File: config.mk
export PLATFORM = sky130hd
export DESIGN_NAME = ddr2_sdram_phy_seq_startup_ctrl
export DESIGN_NICKNAME = d
export VERILOG_FILES = /design/src/rtl/ddr2_sdram_phy_seq_startup_ctrl.sv
export SDC_FILE = /design/constraint.sdc
export NUM_CORES = 1
export LEC_CHECK = 0
export CORE_UTILIZATION = 45
export CTS_BUF_LIST = sky130_fd_sc_hd__clkbuf_4 sky130_fd_sc_hd__clkbuf_8
export DETAILED_ROUTE_END_ITERATION = 12
export GPL_ROUTABILITY_DRIVEN = 0
export PLACE_DENSITY = 0.72
export SLEW_MARGIN = 20
export SYNTH_ARGS = -nofsm -noshare
export SYNTH_HDL_FRONTEND = slang
export SYNTH_SLANG_ARGS = --single-unit
export TNS_END_PERCENT = 100
File: constraint.sdc
create_clock -name seq_clk -period 3 [get_ports seq_clk]
set_input_delay 0.6 -clock seq_clk [delete_from_list [all_inputs] [get_ports seq_clk]]
set_output_delay 0.6 -clock seq_clk [all_outputs]
set_load 0.005 [all_outputs]
File: src/rtl/ddr2_sdram_phy_seq_startup_ctrl.sv
// ddr2_sdram_phy_seq_startup_ctrl
//
// Startup controller for NUM_CHANNELS ALTMEMPHY sequencers that share one PLL
// reconfiguration block. It calibrates the channels one at a time in index
// order. Each attempt has a timeout. A failed attempt is retried up to
// MAX_RETRIES times, separated by a gap. The block then reports aggregate
// calibration status.
//
// Ports:
//   seq_clk              sequencer clock, all state on rising edge
//   reset_seq            synchronous active-high reset
//   ctl_init_done        controller memory init complete (level); low aborts
//   phs_shft_busy        shared PLL reconfig busy (asynchronous)
//   seq_cal_done[N]      per-channel calibration finished
//   seq_cal_success[N]   per-channel calibration result, valid with done
//   seq_enable[N]        per-channel gated calibrate request
//   phs_shft_busy_gated  phs_shft_busy masked by seq_enable (combinational)
//   cur_channel          channel currently being calibrated
//   cal_fail_mask        bit set = channel exhausted its retries
//   cal_all_done         every channel processed
//   cal_all_success      all done and no channel failed
module ddr2_sdram_phy_seq_startup_ctrl #(
    parameter int NUM_CHANNELS     = 2,
    parameter int SYNC_STAGES      = 2,
    parameter int TIMEOUT_WIDTH    = 24,
    parameter int TIMEOUT_CYCLES   = 1048576,
    parameter int MAX_RETRIES      = 2,
    parameter int RETRY_GAP_CYCLES = 16,
    localparam int CH_W = (NUM_CHANNELS > 1) ? $clog2(NUM_CHANNELS) : 1
) (
    input  logic                    seq_clk,
    input  logic                    reset_seq,
    input  logic                    ctl_init_done,
    input  logic                    phs_shft_busy,
    input  logic [NUM_CHANNELS-1:0] seq_cal_done,
    input  logic [NUM_CHANNELS-1:0] seq_cal_success,
    output logic [NUM_CHANNELS-1:0] seq_enable,
    output logic [NUM_CHANNELS-1:0] phs_shft_busy_gated,
    output logic [CH_W-1:0]         cur_channel,
    output logic [NUM_CHANNELS-1:0] cal_fail_mask,
    output logic                    cal_all_done,
    output logic                    cal_all_success
);

    localparam int AT_W  = (MAX_RETRIES > 0) ? $clog2(MAX_RETRIES + 1) : 1;
    localparam int GAP_W = (RETRY_GAP_CYCLES > 1) ? $clog2(RETRY_GAP_CYCLES) : 1;

    localparam logic [TIMEOUT_WIDTH-1:0] TIMER_LAST = TIMEOUT_WIDTH'(TIMEOUT_CYCLES - 1);
    localparam logic [AT_W-1:0]          ATT_MAX    = AT_W'(MAX_RETRIES);
    localparam logic [GAP_W-1:0]         GAP_LAST   = GAP_W'(RETRY_GAP_CYCLES - 1);
    localparam logic [CH_W-1:0]          CH_LAST    = CH_W'(NUM_CHANNELS - 1);

    typedef enum logic [2:0] {
        S_IDLE     = 3'd0,
        S_WAIT_PLL = 3'd1,
        S_CAL      = 3'd2,
        S_GAP      = 3'd3,
        S_ADVANCE  = 3'd4,
        S_DONE     = 3'd5
    } state_t;

    state_t                    state_q, state_d;
    logic [SYNC_STAGES-1:0]    sync_q, sync_d;
    logic [TIMEOUT_WIDTH-1:0]  timer_q, timer_d;
    logic [GAP_W-1:0]          gap_q, gap_d;
    logic [AT_W-1:0]           attempts_q, attempts_d;
    logic [NUM_CHANNELS-1:0]   seq_enable_q, seq_enable_d;
    logic [CH_W-1:0]           cur_channel_q, cur_channel_d;
    logic [NUM_CHANNELS-1:0]   fail_mask_q, fail_mask_d;
    logic                      all_done_q, all_done_d;
    logic                      all_success_q, all_success_d;

    logic                      busy_sync;
    logic [NUM_CHANNELS-1:0]   cur_onehot;
    logic                      cur_done;
    logic                      cur_success;

    always_comb begin
        busy_sync   = sync_q[SYNC_STAGES-1];
        // One-hot select avoids a variable index that would be out of range
        // for non-power-of-two channel counts.
        cur_onehot  = NUM_CHANNELS'(1) << cur_channel_q;
        cur_done    = |(seq_cal_done & cur_onehot);
        cur_success = |(seq_cal_success & cur_onehot);

        state_d       = state_q;
        sync_d        = {sync_q[SYNC_STAGES-2:0], phs_shft_busy};
        timer_d       = timer_q;
        gap_d         = gap_q;
        attempts_d    = attempts_q;
        seq_enable_d  = seq_enable_q;
        cur_channel_d = cur_channel_q;
        fail_mask_d   = fail_mask_q;
        all_done_d    = all_done_q;
        all_success_d = all_success_q;

        case (state_q)
            S_IDLE: begin
                if (ctl_init_done) begin
                    state_d       = S_WAIT_PLL;
                    cur_channel_d = '0;
                    attempts_d    = '0;
                end
            end
            S_WAIT_PLL: begin
                if (!busy_sync) begin
                    state_d      = S_CAL;
                    seq_enable_d = seq_enable_q | cur_onehot;
                    timer_d      = '0;
                end
            end
            S_CAL: begin
                if (timer_q != '1) begin
                    timer_d = timer_q + 1'b1;
                end
                // A done arriving on the timeout cycle takes precedence.
                if (cur_done && cur_success) begin
                    state_d = S_ADVANCE;
                end else if (cur_done || (timer_q == TIMER_LAST)) begin
                    seq_enable_d = seq_enable_q & ~cur_onehot;
                    if (attempts_q < ATT_MAX) begin
                        attempts_d = attempts_q + 1'b1;
                        gap_d      = '0;
                        state_d    = S_GAP;
                    end else begin
                        fail_mask_d = fail_mask_q | cur_onehot;
                        state_d     = S_ADVANCE;
                    end
                end
            end
            S_GAP: begin
                if (gap_q == GAP_LAST) begin
                    state_d = S_WAIT_PLL;
                end else begin
                    gap_d = gap_q + 1'b1;
                end
            end
            S_ADVANCE: begin
                if (cur_channel_q == CH_LAST) begin
                    state_d       = S_DONE;
                    all_done_d    = 1'b1;
                    all_success_d = ~|fail_mask_q;
                end else begin
                    cur_channel_d = cur_channel_q + 1'b1;
                    attempts_d    = '0;
                    state_d       = S_WAIT_PLL;
                end
            end
            S_DONE: begin
                all_done_d    = 1'b1;
                all_success_d = ~|fail_mask_q;
            end
            default: begin
                // Corrupted state register: fall back to a clean idle.
                state_d       = S_IDLE;
                timer_d       = '0;
                gap_d         = '0;
                attempts_d    = '0;
                seq_enable_d  = '0;
                cur_channel_d = '0;
                fail_mask_d   = '0;
                all_done_d    = 1'b0;
                all_success_d = 1'b0;
            end
        endcase

        // Losing controller init cancels the whole sequence.
        if ((state_q != S_IDLE) && !ctl_init_done) begin
            state_d       = S_IDLE;
            attempts_d    = '0;
            seq_enable_d  = '0;
            cur_channel_d = '0;
            fail_mask_d   = '0;
            all_done_d    = 1'b0;
            all_success_d = 1'b0;
        end
    end

    always_ff @(posedge seq_clk) begin
        if (reset_seq) begin
            state_q       <= S_IDLE;
            sync_q        <= '1;
            timer_q       <= '0;
            gap_q         <= '0;
            attempts_q    <= '0;
            seq_enable_q  <= '0;
            cur_channel_q <= '0;
            fail_mask_q   <= '0;
            all_done_q    <= 1'b0;
            all_success_q <= 1'b0;
        end else begin
            state_q       <= state_d;
            sync_q        <= sync_d;
            timer_q       <= timer_d;
            gap_q         <= gap_d;
            attempts_q    <= attempts_d;
            seq_enable_q  <= seq_enable_d;
            cur_channel_q <= cur_channel_d;
            fail_mask_q   <= fail_mask_d;
            all_done_q    <= all_done_d;
            all_success_q <= all_success_d;
        end
    end

    assign seq_enable          = seq_enable_q;
    assign phs_shft_busy_gated = seq_enable_q & {NUM_CHANNELS{phs_shft_busy}};
    assign cur_channel         = cur_channel_q;
    assign cal_fail_mask       = fail_mask_q;
    assign cal_all_done        = all_done_q;
    assign cal_all_success     = all_success_q;

endmodule
==> results.ini, run 1 <==
[timing]
tightestPinTransition_ns = 0.701
min_period_ns = 2.32
relSlewSlack_pct = 53.2
fin_tns_setup_ns = 0
post-route-period-util_pct = 77.3
clock_skew_ns = 0.00649
setup_viol = 0
fmax_ghz = 0.431
final_max_slew_viol_count = 0
whs_ns = 0.450
setup_ws_ns = 0.682
rsz0062_at_grt = false
finalHoldViolCount = 0

[floorplan]
num_io_pins = 17
core-area_um2 = 4850
rows = 25
fp.dieH_um = 74.1
die_x_um = 74.1
die_area_um2 = 5490
start_util_pct = 48.2

[global_route]
grt-ovfl-total = 0
antenna_found_initial = 0
grt_pass1_wl_um = 8570
grt_usage_pct = 19.9
grt_pass1_vias = 1903
grt_start_max_net_pins = 23

[clock_network]
cts-root-buf = clkbuf_8
post_cts_resized = 0
numCtsBuffers = 5
cts_sinks = 42
postCtsHoldBufs = 0
clk_latency_ns = 0.29
h-tree-depth = 2
clock_path_buffers = 2
clk_pin_slew_ns = 0.08
cts_tree = built
post_cts_buffers = 0

[drt]
routedWlPerCell_um = 13.9
via_per_inst = 5.94
vias = 2162
routed_wl_um = 5070
first_pass_iters = 5
dr.first_iter.drc_count = 143
drc = 0
ant_nets = 0

[setup_path]
critical_path_arrival_ns = 1.72
cpMostUsedCell = clkdlybuf4s50_1
path_cells = clkdlybuf4s50_1, and2_1, clkdlybuf4s50_1
crit_type = in2out
required_ns = 2.40
cpPeakStageDelay_ns = 0.50
cp_max_fo = 3
rr_worst_depth = 7
critPathSlowestCell = clkdlybuf4s50_1
endpoint_kind = primary output
worstSetupStartpointType = input pin

[yosys]
syn_nets = 290
synth_top_area_share_pct = 36.0
synth_area_leader_cell = dfxtp_1
synth_most_common_cell = dfxtp_1
synth_area_um2 = 2340
synth_edf_count = 0
syn_inst = 280
ys_seq_elements = 42
yosys-top-cells-count = dfxtp_1 (42), a21oi_1 (23), nand2_1 (19)
async_flop_share_pct = 0
ys_types = 52
seq_area_frac_synth_pct = 36.0
avgSynthCellArea_um2 = 8.35
yosys.area_share.adder_pct = 1.07
synth_compound_area_share_pct = 26.9
synthXorXnorAreaFrac_pct = 1.07
synth_top_family_by_area = simple AND/OR/NAND/NOR gates
yosys_warnings = 0
synthMuxAreaShare_pct = 0.857
yosys.area_share.simple_pct = 29.4
post_synth_main_area_contributors = dfxtp_1 (36%), a21oi_1 (4.9%), nand3_1 (3.9%)
yosys_most_used_dff = dfxtp_1

[cells_and_area]
register_area_um2 = 841
multiInputGateArea_um2 = 1390
syn_to_final_growth_pct = 14.2
final_util_pct = 55.1
antenna_cells = 0
drive_above_1_share_pct = 13.1
final_nets = 306
fill_cells = 447

[place]
pre_cts_ws_ns = 0.612
dp_hpwl_um = 3560
port_buffers = 16

[power_and_ir_drop]
p_clk_share_pct = 39.8
seqPwrFrac_pct = 49.6
vdd_drop_max_uv = 234
p_int_mw = 0.878
netSwitchingPower_mw = 0.271
p_sw_share_pct = 23.6
power_leakage_nw = 0.850
pwr-share-comb_pct = 10.6
p_per_area_nw_per_um2 = 430

[min_path]
hold_path_depth = 1
hold_path.class = reg2reg

[outcome]
status = complete, no violations

[run]
max-cap-violations = 0

## final timing paths
| check | start | end | slack, ns |
|---|---|---|---|
| setup / recovery | phs_shft_busy | phs_shft_busy_gated[0] | 0.68 |
| hold reg to reg | sync_q[0]$_SDFF_PP1_ | sync_q[1]$_SDFF_PP1_ | 0.45 |
| setup reg to reg | state_q[0]$_SDFFE_PP0P_ | timer_q[8]$_SDFFE_PP0P_ | 0.85 |
| hold / removal | sync_q[0]$_SDFF_PP1_ | sync_q[1]$_SDFF_PP1_ | 0.45 |
## layout by cell type (no fill, tap or decap), drive strengths merged, types with 6 or more instances in the layout
cell,instances
a31oi,9
or3,14
o31ai,8
dfxtp,42
and3,6
nand3,18
inv,7
or4,7
o21ai,20
nor3,6
buf,8
clkbuf,7
nand2,19
clkdlybuf4s50,16
nand2b,6
a21oi,30
nor2,13
## layout make-up
| class | instances | share of cell area, % |
|---|---|---|
| multi-input cells | 216 | 51.9 |
| flip-flops and latches | 42 | 31.5 |
| repair buffers | 24 | 8.25 |
| clock buffers | 7 | 3.14 |
| well taps | 67 | 3.14 |
| clock inverters | 1 | 1.12 |
| inverters | 7 | 0.984 |
## layer usage
layer  track usage, %  wire length, um  vias up
met5                0                0        -
met4             6.84               54        0
met2             31.7             2280       57
met1             26.6             2520     1009
li1                 -                -     1090
met3             4.61              224        6
## worst max-delay path: cells and delay by family
family | cells | cell delay (ns)
buf+inv | 2 | 0.99
simple gates | 1 | 0.13
## flip-flops by register name, summed over array words and instances (netlist names), 2 cells and up
signal,count
seq_enable,2
cal_fail_mask,2
attempts_q,2
sync_q,2
gap_q,4
timer_q,24
state_q,3
## power by group through the flow
| stage | clock network [mW] | logic [mW] | registers, mW |
|---|---|---|---|
| 6_report | 0.457 | 0.122 | 0.570 |
| 5_1_grt | 0.496 | 0.133 | 0.571 |
| 4_1_cts | 0.470 | 0.120 | 0.570 |
| 3_5_place_dp | 0 | 0.120 | 0.583 |
| 3_3_place_gp | 0 | 0.119 | 0.583 |
| 2_1_floorplan | 0 | 0.0831 | 0.582 |
## through the flow
stage	cell area (um^2)	std cells	power [mW]
global route	2670	364	1.20
floorplan	2340	280	0.665
detailed placement	2560	356	0.703
CTS	2670	364	1.16
finish	2670	364	1.15
global placement	2560	356	0.702
## logic make-up after synthesis
kind of cell / Yosys count
compound gates: 91
xor+xnor: 2
fa+ha+maj: 2
buf+inv: 22
flops: 42
mux: 2
simple gates: 119
Note: power is estimated with default switching activity, not from simulation.
==> run 2, diff against run 1 <==
PLACE_DENSITY = 0.74   (was 0.72)
clock period = 1.9 ns   (was 3 ns; I/O delays follow)
==> run 2 against run 1 <==
Cell area is 13% higher. Worst hold slack worse by 0.031 ns. Clock skew is 0.0020 ns higher. Clock power is 35% higher. Setup slack worse by 0.63 ns. Critical path depth is 3 higher. Non-clock buffer count up 39. Critical path type is now reg2reg. Highest routed layer unchanged.
==> results.ini, run 2 (same netlist as run 1, synthesis figures left out) <==
[drt]
vias = 2325  ; +7.5%
ant_nets = 0  ; unchanged
first_pass_iters = 4  ; -1
routed_wl_um = 5610  ; +11%
drc = 0  ; unchanged
dr.first_iter.drc_count = 183  ; +28%
routedWlPerCell_um = 13.9  ; about the same
via_per_inst = 5.77  ; -2.9%

[power_and_ir_drop]
power_leakage_nw = 1.06  ; +24%
power_mw = 1.77  ; +54%
vdd_drop_max_uv = 259  ; +11%
p_per_area_nw_per_um2 = 585  ; +36%

[setup_path]
crit_buf_inv = 1  ; -1
cp_max_fo = 6  ; +3
cpPeakStageDelay_ns = 0.60  ; +0.10 ns
worstSetupStartpointType = flop
r2r-end = timer_q[12]$_SDFFE_PP0P_
rr_worst_depth = 6  ; -1
r2r-start = timer_q[10]$_SDFFE_PP0P_
endpoint_kind = flop
required_ns = 2.09  ; -0.31 ns
path_cells = nand4_4, or4_4, o211ai_1, buf_2, or3_1, a21oi_1
critPathTopFamily = simple AND/OR/NAND/NOR gates
cp_num_cells = 6  ; +3
critical_path_arrival_ns = 2.04  ; +0.32 ns
rrSetupSlack_ns = 0.05  ; -0.80 ns
critPathSlowestCell = or4_4
crit_type = reg2reg

[global_route]
grt_start_max_net_pins = 23  ; unchanged
grt-ovfl-total = 0  ; unchanged
grt_pass1_wl_um = 8760  ; +2.2%
grt_pass1_vias = 2011  ; +5.7%
antenna_found_initial = 0  ; unchanged
grt_usage_pct = 20.5  ; +0.52 points

[clock_network]
clock_path_buffers = 2  ; unchanged
postCtsHoldBufs = 0  ; unchanged
clk_pin_slew_ns = 0.08  ; about the same
cts_sinks = 42  ; unchanged
numCtsBuffers = 5  ; unchanged
cts-root-buf = clkbuf_8
clk_latency_ns = 0.30  ; about the same
cts_tree = built
h-tree-depth = 2  ; unchanged

[timing]
final_max_slew_viol_count = 0  ; unchanged
rsz0062_at_grt = true
min_period_ns = 1.85
setup_ws_ns = 0.0512  ; -0.631 ns
post-route-period-util_pct = 97.3
setup_viol = 0  ; unchanged
finalHoldViolCount = 0  ; unchanged
clock_skew_ns = 0.00852  ; +0.00203 ns
whs_ns = 0.419  ; -0.0314 ns
relSlewSlack_pct = 68.5  ; +15 points
fin_tns_setup_ns = 0  ; unchanged
tightestPinTransition_ns = 0.468  ; -0.233 ns
fmax_ghz = 0.541

[cells_and_area]
top_regs = timer_q (24), gap_q (4), state_q (3)
syn_to_final_growth_pct = 29.2
fill_cells = 412  ; -7.8%
regMostFlops = timer_q
register_area_um2 = 853  ; +1.5%
final_area_um2 = 3020  ; +13%
antenna_cells = 0  ; unchanged
largest_reg_flops = 24  ; unchanged
multiInputGateArea_um2 = 1430  ; +3.1%
mostFrequentLayoutCells = buf_4 (44), dfxtp_1 (34), a21oi_1 (20)
instances_no_fill = 403  ; +11%
final_nets = 345  ; +13%
final_util_pct = 62.3  ; +7.2 points
final_common_cell = buf_4
drive_above_1_share_pct = 28.3  ; +15 points

[floorplan]
rows = 25  ; unchanged
core-area_um2 = 4850  ; unchanged
fp.dieH_um = 74.1  ; unchanged
die_x_um = 74.1  ; unchanged
num_io_pins = 17  ; unchanged
start_util_pct = 48.2  ; unchanged
die_area_um2 = 5490  ; unchanged

[place]
placed_cell_area_um2 = 2810  ; +10%
pre_cts_ws_ns = -0.201  ; -0.813 ns
dp_cells = 387  ; +8.7%
port_buffers = 16  ; unchanged
dp_hpwl_um = 3880  ; +9.1%

[min_path]
holdCritStartpoint = sync_q[0]$_SDFF_PP1_
hold_path.class = reg2reg
hold_path_depth = 1  ; unchanged
hold_end = sync_q[1]$_SDFF_PP1_

[outcome]
status = complete, no violations

[run]
max-cap-violations = 0  ; unchanged

==> run 2: changes by cell type in the layout (fill, tap and decap cells not counted), moves of 2 or more <==
cell / before / now
and3_1: 6 / 4
dfxtp_2: 0 / 7
a21oi_2: 7 / 10
buf_12: 0 / 2
buf_4: 8 / 44
a21oi_1: 23 / 20
dfxtp_1: 42 / 34
==> run 2: area by class of cell <==
type / instances / area share [%]
multi-input cells: 216 / 47.3
flip-flops and latches: 42 / 28.3
repair buffers: 63 / 17.7
clock buffers: 7 / 2.98
well taps: 67 / 2.78
inverters: 7 / 0.870
clock inverters: 1 / 0.166
==> run 2: worst max-delay path by stage <==
| stage | from | to | slack [ns] |
|---|---|---|---|
| 2_1_floorplan | timer_q[11]$_SDFFE_PP0P_ | timer_q[0]$_SDFFE_PP0P_ | -0.02 |
| 3_3_place_gp | seq_cal_done[1] | gap_q[3]$_SDFFE_PP0P_ | -0.14 |
| 3_5_place_dp | seq_cal_done[1] | gap_q[3]$_SDFFE_PP0P_ | -0.20 |
| 4_1_cts | timer_q[13]$_SDFFE_PP0P_ | timer_q[21]$_SDFFE_PP0P_ | 0.006 |
| 5_1_grt | timer_q[10]$_SDFFE_PP0P_ | timer_q[12]$_SDFFE_PP0P_ | -0.05 |
| 6_report | timer_q[10]$_SDFFE_PP0P_ | timer_q[12]$_SDFFE_PP0P_ | 0.05 |
==> run 2: where the power goes <==
part	internal, mW	leakage [nW]	switching (mW)	total, mW
logic	0.119	0.662	0.132	0.251
clock network	0.308	0.0517	0.310	0.617
registers	0.888	0.344	0.00925	0.897
==> run 2: what timing repair did <==
| action | CTS | global route |
|---|---|---|
| gates cloned | 0 | 1 |
| gates resized for setup | 1 | 21 |
| endpoints found under the hold margin | 0 | 0 |
| endpoints found under the setup margin | 2 | 24 |
| setup buffers | 0 | 7 |
| pin swaps | 0 | 5 |
==> run 2: per-layer routing <==
metal | vias up | track usage, % | share of wire (%)
li1 | 1172 | - | -
met1 | 1087 | 26.9 | 47
met2 | 59 | 33.1 | 46
met3 | 7 | 4.07 | 4.6
met4 | 0 | 7.69 | 1.6
met5 | - | 0 | 0
==> run 3, diff against run 2 <==
ABC_AREA = 1   (was not set)
RECOVER_POWER = 25   (was not set)
==> run 3 against run 2 <==
Register-to-register slack gained 0.07 ns. Non-clock buffer count fell by 29. Utilization decreased by 7.3 points. Highest routed layer unchanged. Largest cell class unchanged. Flip-flop and latch count is the same.
==> results.ini, run 3 <==
[drt]
vias = 2577  ; +11%
via_per_inst = 5.04  ; -13%
ant_nets = 0  ; unchanged
first_pass_iters = 4  ; unchanged
routedWlPerCell_um = 11.7  ; -16%
drc = 0  ; unchanged
routed_wl_um = 5990  ; +6.8%
dr.first_iter.drc_count = 133  ; -27%

[setup_path]
critical_path_arrival_ns = 2.01  ; -0.03 ns
worstSetupStartpointType = flop
cp_max_fo = 15  ; +9
endpoint_kind = flop
required_ns = 2.13  ; +0.04 ns
crit_type = reg2reg

[cells_and_area]
final_util_pct = 55.0  ; -7.3 points
syn_to_final_growth_pct = 17.1
multiInputGateArea_um2 = 1540  ; +8.1%
antenna_cells = 0  ; unchanged
fill_cells = 535  ; +30%
top_regs = timer_q (24), gap_q (4), state_q (3)
instances_no_fill = 511  ; +27%
mostFrequentLayoutCells = nand2_1 (113), nor2_1 (63), dfxtp_1 (41)
regMostFlops = timer_q
register_area_um2 = 842  ; -1.3%
drive_above_1_share_pct = 13.4  ; -15 points
final_common_cell = nand2_1
final_nets = 448  ; +30%
largest_reg_flops = 24  ; unchanged
final_area_um2 = 3030  ; +0.25%

[yosys]
yosys_warnings = 0  ; unchanged
ys_seq_elements = 42  ; unchanged
synth_area_um2 = 2590  ; +11%
synth_top_area_share_pct = 32.5  ; -3.5 points
yosys_most_used_dff = dfxtp_1
syn_inst = 406  ; +45%
synth_area_leader_cell = dfxtp_1
syn_nets = 416  ; +43%
synth_edf_count = 0  ; unchanged
avgSynthCellArea_um2 = 6.37  ; -24%
yosys-top-cells-count = nand2_1 (113), nor2_1 (64), dfxtp_1 (42)
synth_most_common_cell = nand2_1
async_flop_share_pct = 0  ; unchanged
ys_types = 32  ; -38%
seq_area_frac_synth_pct = 32.5  ; -3.5 points
post_synth_main_area_contributors = dfxtp_1 (33%), nand2_1 (16%), nor2_1 (9.3%)

[place]
dp_cells = 500  ; +29%
dp_hpwl_um = 4490  ; +16%
port_buffers = 16  ; unchanged
pre_cts_ws_ns = 0.0335  ; +0.235 ns
placed_cell_area_um2 = 2880  ; +2.2%

[floorplan]
die_area_um2 = 6050  ; +10%
rows = 27  ; +8.0%
start_util_pct = 47.0  ; -1.2 points
core-area_um2 = 5510  ; +14%
fp.dieH_um = 77.8  ; +5.0%
num_io_pins = 17  ; unchanged
die_x_um = 77.8  ; +5.0%

[global_route]
grt_usage_pct = 21.1  ; +0.69 points
grt_pass1_vias = 2370  ; +18%
antenna_found_initial = 0  ; unchanged
grt_start_max_net_pins = 16  ; -30%
grt_pass1_wl_um = 10300  ; +17%
grt-ovfl-total = 0  ; unchanged

[clock_network]
cts_sinks = 42  ; unchanged
cts-root-buf = clkbuf_8
h-tree-depth = 2  ; unchanged
clock_path_buffers = 2  ; unchanged
clk_latency_ns = 0.30  ; about the same
clk_pin_slew_ns = 0.09  ; about the same
numCtsBuffers = 5  ; unchanged
cts_tree = built

[timing]
min_period_ns = 1.78  ; -0.0658 ns
final_max_slew_viol_count = 0  ; unchanged
relSlewSlack_pct = 56.1  ; -12 points
clock_skew_ns = 0.00951  ; +0.000991 ns
whs_ns = 0.350  ; -0.0694 ns
tightestPinTransition_ns = 0.658  ; +0.190 ns
finalHoldViolCount = 0  ; unchanged
setup_viol = 0  ; unchanged
setup_ws_ns = 0.117  ; +0.0658 ns
fin_tns_setup_ns = 0  ; unchanged
post-route-period-util_pct = 93.8  ; -3.5 points
fmax_ghz = 0.561  ; +3.7%

[power_and_ir_drop]
p_per_area_nw_per_um2 = 894  ; +53%
power_mw = 2.71  ; +53%
power_leakage_nw = 1.20  ; +14%
vdd_drop_max_uv = 522  ; +100%

[min_path]
hold_path.class = in2reg

[outcome]
status = complete, no violations

[run]
max-cap-violations = 0  ; unchanged

-- run 3: metal layers --
metal,track usage (%),up-vias,wire (um)
met5,0,-,0
li1,-,1369,-
met2,37.0,34,2960
met4,7.36,0,75
met1,25.3,1164,2760
met3,4.59,10,204
-- run 3: path summary, 6_finish.rpt --
| kind | startpoint | to | slack [ns] | depth (start not counted) |
|---|---|---|---|---|
| max | state_q[1]$_SDFFE_PP0P_ | timer_q[0]$_SDFFE_PP0P_ | 0.12 | 8 |
| min | phs_shft_busy | sync_q[0]$_SDFF_PP1_ | 0.35 | 2 |
| max reg2reg | state_q[1]$_SDFFE_PP0P_ | timer_q[0]$_SDFFE_PP0P_ | 0.12 | 8 |
| min reg2reg | sync_q[0]$_SDFF_PP1_ | sync_q[1]$_SDFF_PP1_ | 0.41 | 1 |
-- run 3: final cells by class --
cell class,count,share of cell area (%)
flip-flops and latches,42,27.8
clock buffers,7,2.98
multi-input cells,314,51.0
repair buffers,34,9.83
clock inverters,1,0.165
well taps,72,2.98
inverters,41,5.29
-- run 3: power by group --
part           internal, mW  total (mW)  switching, mW  leakage [nW]
clock                 0.308       0.626          0.318        0.0517
sequential            0.949        1.03         0.0815         0.340
combinational         0.362        1.05          0.688         0.812
total                  1.62        2.71           1.09          1.20
-- run 3: cell families (layout without fill, tap and decap cells) --
family	Yosys count	in the layout	synth area share (%)
xor gates and xnor gates	4	4	1.35
AOI/OAI and AO/OA	49	49	9.97
DFF	42	42	32.5
and+or+nand+nor	259	259	46.3
adders and majority gates	2	2	0.967
buffers and inverters	50	83	8.85
-- run 3: critical path, cell delays in order, from the launching register on --
cell	delay, ns
dfxtp_1	0.53
nor2_2	0.13
nand2_2	0.10
nand3_2	0.12
nor2_8	0.22
nand2_8	0.12
buf_6	0.17
or2_1	0.20
a21oi_1	0.11
-- run 3: timing repair --
action | in CTS | in global routing
buffers inserted | 0 | 3
hold buffers | 0 | 0
endpoints found under the hold margin | 0 | 0
resized for setup | 0 | 9
setup endpoints to repair | 0 | 22
